--- config.mk ---
export PLATFORM = sky130hd
export DESIGN_NAME = mdu_div
export DESIGN_NICKNAME = d
export VERILOG_FILES = /design/src/rtl/mdu_div.sv
export SDC_FILE = /design/constraint.sdc
export NUM_CORES = 1
export LEC_CHECK = 0
export ABC_AREA = 1
export BUFFER_PORTS_ARGS = -buffer_cell sky130_fd_sc_hd__buf_2
export CORE_UTILIZATION = 45
export CTS_CLUSTER_SIZE = 14
export DETAILED_ROUTE_END_ITERATION = 8
export PLACE_DENSITY_LB_ADDON = 0.08
export SYNTH_ARGS = -nofsm -noshare
export SYNTH_HDL_FRONTEND = slang
export SYNTH_SLANG_ARGS = --single-unit
--- constraint.sdc ---
create_clock -name clk_i -period 12.62 [get_ports clk_i]
set_clock_uncertainty 0.1 [all_clocks]
set_input_delay 2.524 -clock clk_i [delete_from_list [all_inputs] [get_ports clk_i]]
set_output_delay 2.524 -clock clk_i [all_outputs]
set_load 0.01 [all_outputs]
--- src/rtl/mdu_div.sv ---
// ============================================================================
// Module      : mdu_div
// Description : Multi-cycle restoring radix-2 divider (DIV/DIVU), result is
//               {remainder, quotient}, with annul and divide-by-zero handling.
// Revision    : 1.0 - initial release
// ============================================================================
`default_nettype none

module mdu_div #(
    parameter int WIDTH = 32
) (
    input  logic               clk_i,
    input  logic               rst_ni,
    input  logic               signed_i,
    input  logic [WIDTH-1:0]   dividend_i,
    input  logic [WIDTH-1:0]   divisor_i,
    input  logic               start_i,
    input  logic               annul_i,
    output logic [2*WIDTH-1:0] result_o,
    output logic               ready_o
);

    localparam int               C_CNT_W = $clog2(WIDTH);
    localparam logic [C_CNT_W-1:0] C_LAST = C_CNT_W'(WIDTH - 1);

    typedef enum logic [1:0] {
        IDLE    = 2'd0,
        DIVZERO = 2'd1,
        ON      = 2'd2,
        END     = 2'd3
    } state_t;

    state_t               r_state;
    state_t               w_next_state;
    logic [C_CNT_W-1:0]   r_count;
    logic [WIDTH-1:0]     r_quo;
    logic [WIDTH-1:0]     r_rem;
    logic [WIDTH-1:0]     r_divisor;
    logic                 r_neg_a;
    logic                 r_neg_b;
    logic                 r_ready;
    logic [2*WIDTH-1:0]   r_result;

    logic                 w_go;
    logic                 w_last;
    logic                 w_dvd_neg;
    logic                 w_dvs_neg;
    logic [WIDTH-1:0]     w_dvd_abs;
    logic [WIDTH-1:0]     w_dvs_abs;
    logic [WIDTH:0]       w_shift;
    logic [WIDTH:0]       w_diff;
    logic                 w_ge;
    logic [WIDTH-1:0]     w_rem_nx;
    logic [WIDTH-1:0]     w_quo_nx;
    logic [WIDTH-1:0]     w_quo_fix;
    logic [WIDTH-1:0]     w_rem_fix;

    assign w_go      = start_i & ~annul_i;
    assign w_last    = (r_count == C_LAST);
    assign w_dvd_neg = signed_i & dividend_i[WIDTH-1];
    assign w_dvs_neg = signed_i & divisor_i[WIDTH-1];
    assign w_dvd_abs = w_dvd_neg ? -dividend_i : dividend_i;
    assign w_dvs_abs = w_dvs_neg ? -divisor_i : divisor_i;

    // One restoring step: bring in the next dividend bit, keep the trial
    // difference only when it did not go negative.
    assign w_shift   = {r_rem, r_quo[WIDTH-1]};
    assign w_diff    = w_shift - {1'b0, r_divisor};
    assign w_ge      = ~w_diff[WIDTH];
    assign w_rem_nx  = w_ge ? w_diff[WIDTH-1:0] : w_shift[WIDTH-1:0];
    assign w_quo_nx  = {r_quo[WIDTH-2:0], w_ge};
    assign w_quo_fix = (r_neg_a ^ r_neg_b) ? -w_quo_nx : w_quo_nx;
    assign w_rem_fix = r_neg_a ? -w_rem_nx : w_rem_nx;

    always_ff @(posedge clk_i or negedge rst_ni) begin
        if (!rst_ni) begin
            r_state <= IDLE;
        end else begin
            r_state <= w_next_state;
        end
    end

    always_comb begin
        w_next_state = r_state;
        case (r_state)
            IDLE: begin
                if (w_go) begin
                    w_next_state = (divisor_i == '0) ? DIVZERO : ON;
                end
            end
            DIVZERO: w_next_state = END;
            ON: begin
                if (!w_go) begin
                    w_next_state = IDLE;
                end else if (w_last) begin
                    w_next_state = END;
                end
            end
            END: begin
                if (!w_go) begin
                    w_next_state = IDLE;
                end
            end
            default: w_next_state = IDLE;
        endcase
    end

    always_ff @(posedge clk_i or negedge rst_ni) begin
        if (!rst_ni) begin
            r_count   <= '0;
            r_quo     <= '0;
            r_rem     <= '0;
            r_divisor <= '0;
            r_neg_a   <= 1'b0;
            r_neg_b   <= 1'b0;
        end else begin
            case (r_state)
                IDLE: begin
                    if (w_go) begin
                        r_count   <= '0;
                        r_quo     <= w_dvd_abs;
                        r_rem     <= '0;
                        r_divisor <= w_dvs_abs;
                        r_neg_a   <= w_dvd_neg;
                        r_neg_b   <= w_dvs_neg;
                    end
                end
                DIVZERO: begin
                    r_quo <= '0;
                    r_rem <= '0;
                end
                ON: begin
                    if (!w_go) begin
                        r_count <= '0;
                        r_quo   <= '0;
                        r_rem   <= '0;
                    end else if (w_last) begin
                        r_count <= '0;
                        r_quo   <= w_quo_fix;
                        r_rem   <= w_rem_fix;
                    end else begin
                        r_count <= r_count + 1'b1;
                        r_quo   <= w_quo_nx;
                        r_rem   <= w_rem_nx;
                    end
                end
                default: ;
            endcase
        end
    end

    // Output stage: visible from the second END cycle, dropped on the same
    // edge that leaves END, so ready_o is only ever high while in END.
    always_ff @(posedge clk_i or negedge rst_ni) begin
        if (!rst_ni) begin
            r_ready  <= 1'b0;
            r_result <= '0;
        end else begin
            r_ready  <= (r_state == END) && w_go;
            r_result <= ((r_state == END) && w_go) ? {r_rem, r_quo} : '0;
        end
    end

    assign ready_o  = r_ready;
    assign result_o = r_result;

endmodule

`default_nettype wire
==> Yosys cells after proc, flatten, opt, wreduce, memory -nomap -nowiden <==
Index checks and enable logic that the tools add are counted.
{ "totals": {"elab_cells": 61, "ff_bits": 170} }
{ "op_classes": {"addsub": 6, "eq_ne": 7, "bitwise_logic": 6, "muxes": 24, "n_reduce_logical": 9} }
{ "ops": {"columns": ["op", "n"], "rows": [
  ["$mux W32", 11],
  ["$pmux W32 S3", 2],
  ["$neg A32 Y32", 4],
  ["$mux W64", 1],
  ["$sub A33 B32 Y33", 1],
  ["$logic_not A32 Y1", 1],
  ["$mux W5", 3],
  ["$mux W2", 5],
  ["$pmux W5 S2", 1],
  ["$pmux W2 S4", 1],
  ["$reduce_and A2 Y1", 3],
  ["$add A5 B1 Y5 const B", 1],
  ["$eq A5 B5 Y1 const B", 1],
  ["$eq A2 B2 Y1 const B", 2],
  ["$ne A2 B2 Y1 const B", 2],
  ["$and A1 B1 Y1", 3],
  ["$ne A3 B3 Y1 const B", 1],
  ["$reduce_and A3 Y1", 1],
  ["$reduce_bool A3 Y1", 1],
  ["$eq A2 B1 Y1 const B", 1],
  ["$logic_not A2 Y1", 1],
  ["$not A1 Y1", 2],
  ["$reduce_bool A2 Y1", 1],
  ["$logic_and A1 B1 Y1", 1],
  ["$xor A1 B1 Y1", 1]
]} }

==> Logic depth before layout (Yosys ltp) <==
Gate-level depths: netlist (run 1).
{ "depth": {"depth_word": 7, "mapped_depth": 28, "ltp_nobuf": 27} }

==> Least setup slack after synthesis (run 1) <==
No wires, ideal clock.
{ "synth_timing": {"path_type": "input port to flip-flop", "from": "input port dividend_i[1]", "to": "register r_quo[28]", "stages": 17, "setup_time_ns": 0.132, "t_required_ns": 12.388, "arrival_ns": 4.507, "slack_ns": 7.882, "cell_sequence": "inv_1 ha_1 nand3_1 nor3_1 nand3_1 nor3_1 nand2_1 nand2_1 o21ai_0 nor2_1 o21ai_0 nor2_1 nand2_1 nand2_1 o21ai_0 nand2_1 o21ai_0"} }
{ "synth_between": {"elab_chain_len": 4} }
{ "synth_rtl": {"columns": ["element", "line", "rtl"], "rows": [
  ["start: declaration", "15", "input logic [WIDTH-1:0] dividend_i,"],
  ["$neg A32 Y32", "62", "assign w_dvd_abs = w_dvd_neg ? -dividend_i : dividend_i;"],
  ["$mux W32", "62", null],
  ["$mux W32", "119", "if (w_go) begin"],
  ["$pmux W32 S3", "117", "case (r_state)"],
  ["end signal: assignment", "121", "r_quo <= w_dvd_abs;"],
  ["end signal: assignment", "139", "r_quo <= w_quo_fix;"],
  ["end signal: assignment", "143", "r_quo <= w_quo_nx;"],
  ["end: declaration", "36", "logic [WIDTH-1:0] r_quo;"]
]} }
No other way between the ends. The select of a mux whose other input is x is not followed.
A chain may end at the register's enable or synchronous reset.

==> Worst setup path after layout (run 1) <==
Ends and elaborated chain as after synthesis.

==> results of run 1 <==
path summary, 6_finish.rpt:
check                                            endpoint                      start  slack (ps)  depth (start not counted)
worst min register to register  r_divisor[13]$_DFFE_PN0P_  r_divisor[13]$_DFFE_PN0P_         390                          2
worst min-delay path            r_divisor[13]$_DFFE_PN0P_  r_divisor[13]$_DFFE_PN0P_         390                          2
worst max register to register      r_quo[26]$_DFFE_PN0P_      r_quo[31]$_DFFE_PN0P_        7660                         26
min in group asynchronous          result_o[40]$_DFF_PN0_                     rst_ni        1920                          1
worst max-delay path                r_quo[28]$_DFFE_PN0P_              dividend_i[1]        7560                         18
max in group asynchronous           result_o[1]$_DFF_PN0_                     rst_ni        9240                          2
power breakdown:
group / leakage, nW / internal [mW] / switching (mW)
clock: 0.283 / 0.313 / 0.237
sequential: 2.25 / 0.666 / 0.0925
combinational: 5.45 / 0.339 / 0.806
total: 7.99 / 1.32 / 1.13
cells by family after synthesis:
group / after synthesis / synth area share [%]
and+or+nand+nor: 1046 / 35.21
buffers and inverters: 341 / 10.54
AOI/OAI and AO/OA: 287 / 12.59
DFF: 170 / 33.47
xor gates and xnor gates: 55 / 3.790
adders and majority gates: 44 / 4.391
routing by layer:
metal  track usage (%)  wire length, µm  vias to the layer above
met5                 0                0                        -
met1             40.59            19090                     5830
met3             6.093             2463                       51
met4             7.951              769                        0
met2             44.07            17510                      324
li1                  -                -                     6378
flip-flops by register name, summed over array words and instances, names as in the netlist:
| name | cells |
|---|---|
| r_count | 5 |
| r_divisor | 32 |
| r_state | 2 |
| ready_o | 1 |
| result_o | 64 |
| r_neg_a | 1 |
| r_neg_b | 1 |
| r_rem | 32 |
| r_quo | 32 |
metrics by stage:
stage               area [µm²]  hold slack, ps  util, %  setup slack [ps]  cells
floorplan                12710           353.0        -              7882   1943
global placement         13680           367.8    49.26              7254   2411
detailed placement       13680           378.7    49.26              7177   2411
CTS                      14280           393.0    51.40              7640   2441
global route             14280           406.9    51.40              7203   2441
finish                   14280           389.3    51.40              7564   2441
cell usage after synthesis (all sizes together), types with 21 or more instances:
cell type / count / area, µm²
clkbuf: 36 / 135.1
o21ai: 147 / 762.0
a21oi: 85 / 451.7
nor2: 260 / 1028
xor2: 41 / 359.1
nor3: 29 / 156.4
ha: 43 / 538.0
dfrtp: 170 / 4254
nand4: 21 / 131.4
nand3: 140 / 728.2
inv: 287 / 1077
nand2: 572 / 2271
final cells by class:
cell class	count	share of cell area (%)
tap	378	3.312
sequential	170	29.79
clock inverter	12	1.165
multi-input combinational	1432	49.95
inverter	289	7.597
timing repair buffer	142	5.178
clock buffer	18	3.005
cell usage in the layout, fill, tap and decap left out, drive strengths merged, types with 5 or more instances in the layout:
master,count
nand2,572
inv,291
nor2,260
dfrtp,170
o21ai,147
buf,142
nand3,140
a21oi,85
ha,43
xor2,41
nor3,29
nand4,21
clkbuf,18
a31oi,16
xnor2,14
a22oi,12
o22ai,10
nor4,7
nand3b,6
or2,6
o21bai,5
worst register-to-register path, cell delays in order, from the launching register on:
cell	delay (ps)
dfrtp_1	340
inv_1	100
ha_1	250
fa_1	420
inv_1	90
nand2_1	60
nand2_1	80
nand3_1	100
nand2_2	130
nand2_1	70
nand2_2	90
nand2_4	80
nand2_4	90
nand2_4	100
nand2_8	250
ha_1	260
nand3_1	130
nor3_1	230
inv_1	90
nor3_1	310
nand4_1	320
o21ai_0	430
o21ai_0	200
o21ai_0	190
a21oi_1	60
o21ai_0	150
o21ai_0	90
==> reports/metrics.csv, run 1 <==
stage,metric,value,unit
run_status,status,"finished, final reports clean",
power_and_ir_drop,cellLeakagePower,7.988,nW
drt,avgRoutedWirePerCell,16.32,µm
sta,min_period,5056,ps
drt,remaining_drc_errors,0,
worst_setup_path,crit_path_frequent_cell,nand2_1,
worst_setup_path,cpLargestDelayFamily,simple AND/OR/NAND/NOR gates,
worst_setup_path,critical_path_buf_inv_count,2,
power_and_ir_drop,peakVddDrop,0.1668,mV
worst_setup_path,crit_fanout,5,
floorplanning,floorplan.die.height,170.1,µm
cells_and_area,synthToLayoutAreaGrowth,12.35,%
sta,worst_pin_slew,938.2,ps
synth,yosys_warnings,0,
cts,post_cts_resized,0,
power_and_ir_drop,report.power.total,2.453,mW
synth,post_synth_num_cell_types,51,
synth,asyncSetResetFlopFracSynth,100.0,%
synth,syn_area,0.01271,mm²
drt,first_pass_iters,5,
cts,tritoncts,done,
worst_setup_path,critical_path.cell_chain,"buf_2, inv_1, ha_1, nand3_1, nor3_1, nand3_1, nor3_1, nand2_1, nand2_1, o21ai_0, nor2_1, o21ai_0, nor2_1, nand2_1, nand2_1, o21ai_0, nand2_1, o21ai_0",
cells_and_area,multiInputGateArea,0.007133,mm²
sta,timing.slew.headroom,37.39,%
worst_setup_path,timing.critical_path.from_type,input pin,
cts,cts_setup_buffers,0,
sta,unrepaired_setup_endpoints_after_global_routing,no,
floorplanning,chipWidth,170.1,µm
min_path,hp-class,reg2reg,
run,maxCapViolations,0,
cts,ctsRootBufferMaster,clkbuf_16,
cells_and_area,insertedDiodeCount,0,
global_routing,grt_antenna_before_repair,0,
sta,timing_hold_violations_final,0,
drt,drtAntennaViolNets,0,
floorplanning,floorplan.initialDensity,45.75,%
floorplanning,design.core.area,0.02778,mm²
synth,postSynthCellCount,1943,
drt,initialDrtViolationCount,962,
sta,finalSetupViolCount,0,
place,dpl.hpwl,30860,µm
sta,min_period_over_period,40.06,%
worst_setup_path,timing.critical_path.slowest_cell_delay,390,ps
floorplanning,floorplan.rows,61,
place,gp_congestion,0.9402,
synth,synth.yosys.seq_area_share,33.47,%
cts,cts_htree_levels,4,
sta,timing.setup.tns,0,ps
synth,synth-main-ff-cell,dfrtp_1,
drt,vias,12583,
sta,final-max-slew-violation-count,0,
cts,cts.sinks,170,
cts,clock_insertion_delay_worst_skew,440,ps
sta,max_freq,197.8,MHz
drt,route.detailed.vias_per_inst,5.155,
worst_setup_path,cp_data_arrival_time,5250,ps
synth,synth_edf_count,0,
synth,postSynthAreaPerCell,6.541,µm²
synth,synth.ff_latch_count,170,
cells_and_area,layout.filler_cells,2924,
worst_setup_path,worst-setup-path-type,in2reg,
cells_and_area,register_area,0.004254,mm²
global_routing,grt_remaining_overflow,0,
synth,mappedNetlistNets,2056,
power_and_ir_drop,cellPowerDensity,171.8,mW/mm²
floorplanning,design.portCount,134,
drt,finalWirelength,39840,µm
cts,cts_hold_buffers,0,
global_routing,grt_first_pass_wirelength,64050,µm
global_routing,grt_start_max_net_pins,70,
global_routing,grt_usage,28.72,%
place,portBuffers,133,
cells_and_area,layout.nets,2165,
floorplanning,die_area,0.02892,mm²
cells_and_area,layout_cells_sized_above_1,12.02,%
worst_setup_path,critPathSlowestCell,nor3_1,
worst_setup_path,cp_data_required_time,12810,ps
cts,cts-root-to-sink-buffers,2,
global_routing,first_global_vias,12070,
cts,cts_buffer_count,17,
worst_setup_path,critical_path.endpoint_type,flip-flop,
cts,clk_transition_reported_paths,60,ps
Power figures use the tool's default switching activity.
==> inputs of run 2 (changes only) <==
==> constraint.sdc (replaced) <==
create_clock -name clk_i -period 5.3 [get_ports clk_i]
set_clock_uncertainty 0.1 [all_clocks]
set_input_delay 1.06 -clock clk_i [delete_from_list [all_inputs] [get_ports clk_i]]
set_output_delay 1.06 -clock clk_i [all_outputs]
set_load 0.01 [all_outputs]
==> run 2 against run 1 <==
  * Critical endpoint is now r_quo[26]$_DFFE_PN0P_
  * Sequential share of layout area shrank 0.083 points
  * Global-route usage grew 0.45 points
  * First-iteration DRC count grew 11%
  * Sequential power grew 140%
  * Die area is the same
  * Cell count grew 0.20%
  * Sequential cell count is the same
  * Wire length grew 2.5%
  * Combinational power grew 140%
  * Worst hold slack lost 94 ps
==> reports/metrics.csv, run 2 (same netlist as run 1, synthesis figures left out) <==
stage,metric,value,unit
sta,timing.slew.headroom,20.65,%
drt,finalWirelength,40850,µm
worst_setup_path,timing.critical_path.from_type,flip-flop,
drt,dr_wl_met3,3004,µm
floorplanning,floorplan.initialDensity,45.75,%
sta,final-max-slew-violation-count,0,
worst_setup_path,crit-reg2reg-capture,r_quo[26]$_DFFE_PN0P_,
place,placed_area,0.01372,mm²
floorplanning,floorplan.rows,61,
global_routing,grt_start_max_net_pins,100,
cts,tritoncts,done,
worst_setup_path,cp_data_arrival_time,4790,ps
run_status,status,"finished, final reports clean",
place,portBuffers,133,
cts,cts_buffer_count,17,
worst_setup_path,reg2reg_setup_slack,720,ps
sta,finalSetupViolCount,0,
place,dpl.hpwl,31950,µm
sta,min_period_over_period,86.41,%
cells_and_area,multiInputGateArea,0.007133,mm²
cts,ctsRootBufferMaster,clkbuf_16,
sta,timing_hold_violations_final,0,
cts,clock_insertion_delay_worst_skew,450,ps
cts,cts-root-to-sink-buffers,2,
sta,worst_pin_slew,1189,ps
place,gp_congestion,0.9542,
power_and_ir_drop,internal_power,3.140,mW
sta,min_period,4580,ps
drt,drtAntennaViolNets,0,
min_path,hp-class,in2async,
cells_and_area,largest_register_ffs,64,
cells_and_area,insertedDiodeCount,0,
power_and_ir_drop,switching_fraction_of_total_power,46.06,%
power_and_ir_drop,cellLeakagePower,8.015,nW
global_routing,grt_antenna_before_repair,0,
global_routing,grt_usage,29.16,%
power_and_ir_drop,clockPowerShare,22.5,%
worst_setup_path,crit_fanout,8,
power_and_ir_drop,share_comb_of_total_power,46.5,%
cts,cts_hold_buffers,0,
cts,clk_transition_reported_paths,70,ps
drt,route.detailed.vias_per_inst,5.231,
worst_setup_path,crit-reg2reg-launch,r_quo[31]$_DFFE_PN0P_,
cts,post_cts_resized,0,
drt,met2_length,17500,µm
cells_and_area,layout.filler_cells,2901,
power_and_ir_drop,cellPowerDensity,406.4,mW/mm²
worst_setup_path,cp_data_required_time,5510,ps
drt,initialDrtViolationCount,1072,
floorplanning,die_area,0.02892,mm²
cells_and_area,register_area,0.004254,mm²
drt,remaining_drc_errors,0,
drt,avgRoutedWirePerCell,16.70,µm
global_routing,grt_first_pass_wirelength,64560,µm
floorplanning,design.core.area,0.02778,mm²
cts,cts.sinks,170,
power_and_ir_drop,seqPwrFrac,31.0,%
floorplanning,floorplan.die.height,170.1,µm
cells_and_area,synthToLayoutAreaGrowth,12.67,%
worst_setup_path,critical_path.endpoint_type,flip-flop,
drt,maxUsedRoutingLayer,met4,
sta,timing.setup.tns,0,ps
drt,wl_met1,19690,µm
drt,first_pass_iters,7,
power_and_ir_drop,peakVddDrop,0.4127,mV
power_and_ir_drop,report.power.total,5.820,mW
sta,unrepaired_setup_endpoints_after_global_routing,no,
cells_and_area,final_area,0.01432,mm²
cells_and_area,layout_commonest_cell,nand2_1,
cells_and_area,commonest_non_fill_non_tap_cells_in_the_layout,"nand2_1, inv_1, nor2_1",
cts,cts_htree_levels,4,
cells_and_area,layout.nets,2168,
global_routing,first_global_vias,11855,
worst_setup_path,worst-setup-path-type,reg2reg,
power_and_ir_drop,p_sw,2.681,mW
floorplanning,chipWidth,170.1,µm
global_routing,grt_remaining_overflow,0,
worst_setup_path,worstRegToRegCells,26,
cells_and_area,layout_cells_sized_above_1,12.23,%
cts,cts_setup_buffers,0,
sta,max_freq,218.4,MHz
drt,vias,12796,
run,maxCapViolations,0,
floorplanning,design.portCount,134,
## run 2: worst max path at each step
stage	start	end	cells past startpoint
3_5_place_dp	r_quo[31]$_DFFE_PN0P_	r_quo[26]$_DFFE_PN0P_	26
5_1_grt	r_quo[31]$_DFFE_PN0P_	r_quo[26]$_DFFE_PN0P_	26
2_1_floorplan	r_quo[31]$_DFFE_PN0P_	r_quo[26]$_DFFE_PN0P_	27
4_1_cts	r_quo[31]$_DFFE_PN0P_	r_quo[26]$_DFFE_PN0P_	26
6_report	r_quo[31]$_DFFE_PN0P_	r_quo[26]$_DFFE_PN0P_	26
3_3_place_gp	r_quo[31]$_DFFE_PN0P_	r_quo[26]$_DFFE_PN0P_	26
## run 2: through the flow
step           utilization, %  hold slack [ps]  setup slack [ps]  instances
2_1_floorplan               -            353.0              1329       1943
3_3_place_gp            49.38            367.1             914.2       2414
3_5_place_dp            49.38            373.6             829.0       2414
4_1_cts                 51.54            280.7             813.7       2446
5_1_grt                 51.54            285.4             328.6       2446
6_report                51.54            295.3             720.4       2446
## run 2: layout make-up
cell class	count	area share (%)
Clock buffer	18	2.997
Clock inverter	14	1.197
Inverter	289	7.575
Multi-Input combinational cell	1432	49.81
Sequential cell	170	29.71
Tap cell	378	3.303
Timing Repair Buffer	145	5.408
## run 2: per-layer routing
metal | vias up | GRT usage (%)
met5 | - | 0
met4 | 0 | 8.343
met3 | 38 | 5.814
met2 | 433 | 43.57
met1 | 5933 | 42.32
li1 | 6392 | -
## run 2: power groups by stage
stage / clock (mW) / sequential (mW) / combinational, mW
2_1_floorplan: 0 / 1.76 / 1.90
3_3_place_gp: 0 / 1.81 / 2.67
3_5_place_dp: 0 / 1.82 / 2.67
4_1_cts: 1.34 / 1.80 / 2.68
5_1_grt: 1.39 / 1.84 / 3.04
6_report: 1.31 / 1.80 / 2.70
## run 2: worst max-delay path: stages, from the launching register on
cell and delay [ps]:
dfrtp_1 340, inv_1 70, ha_1 230, fa_1 410, inv_1 90, nand2_1 60
nand2_1 90, nand3_1 80, nand2_2 120, nand2_1 70, nand2_2 100, nand2_4 80
nand2_4 90, nand2_4 100, nand2_8 100, ha_1 190, nand3_1 120, nor3_1 220
inv_1 80, nor3_1 310, nand4_1 330, o21ai_0 400, o21ai_0 180, o21ai_0 170
a21oi_1 50, o21ai_0 150, o21ai_0 90
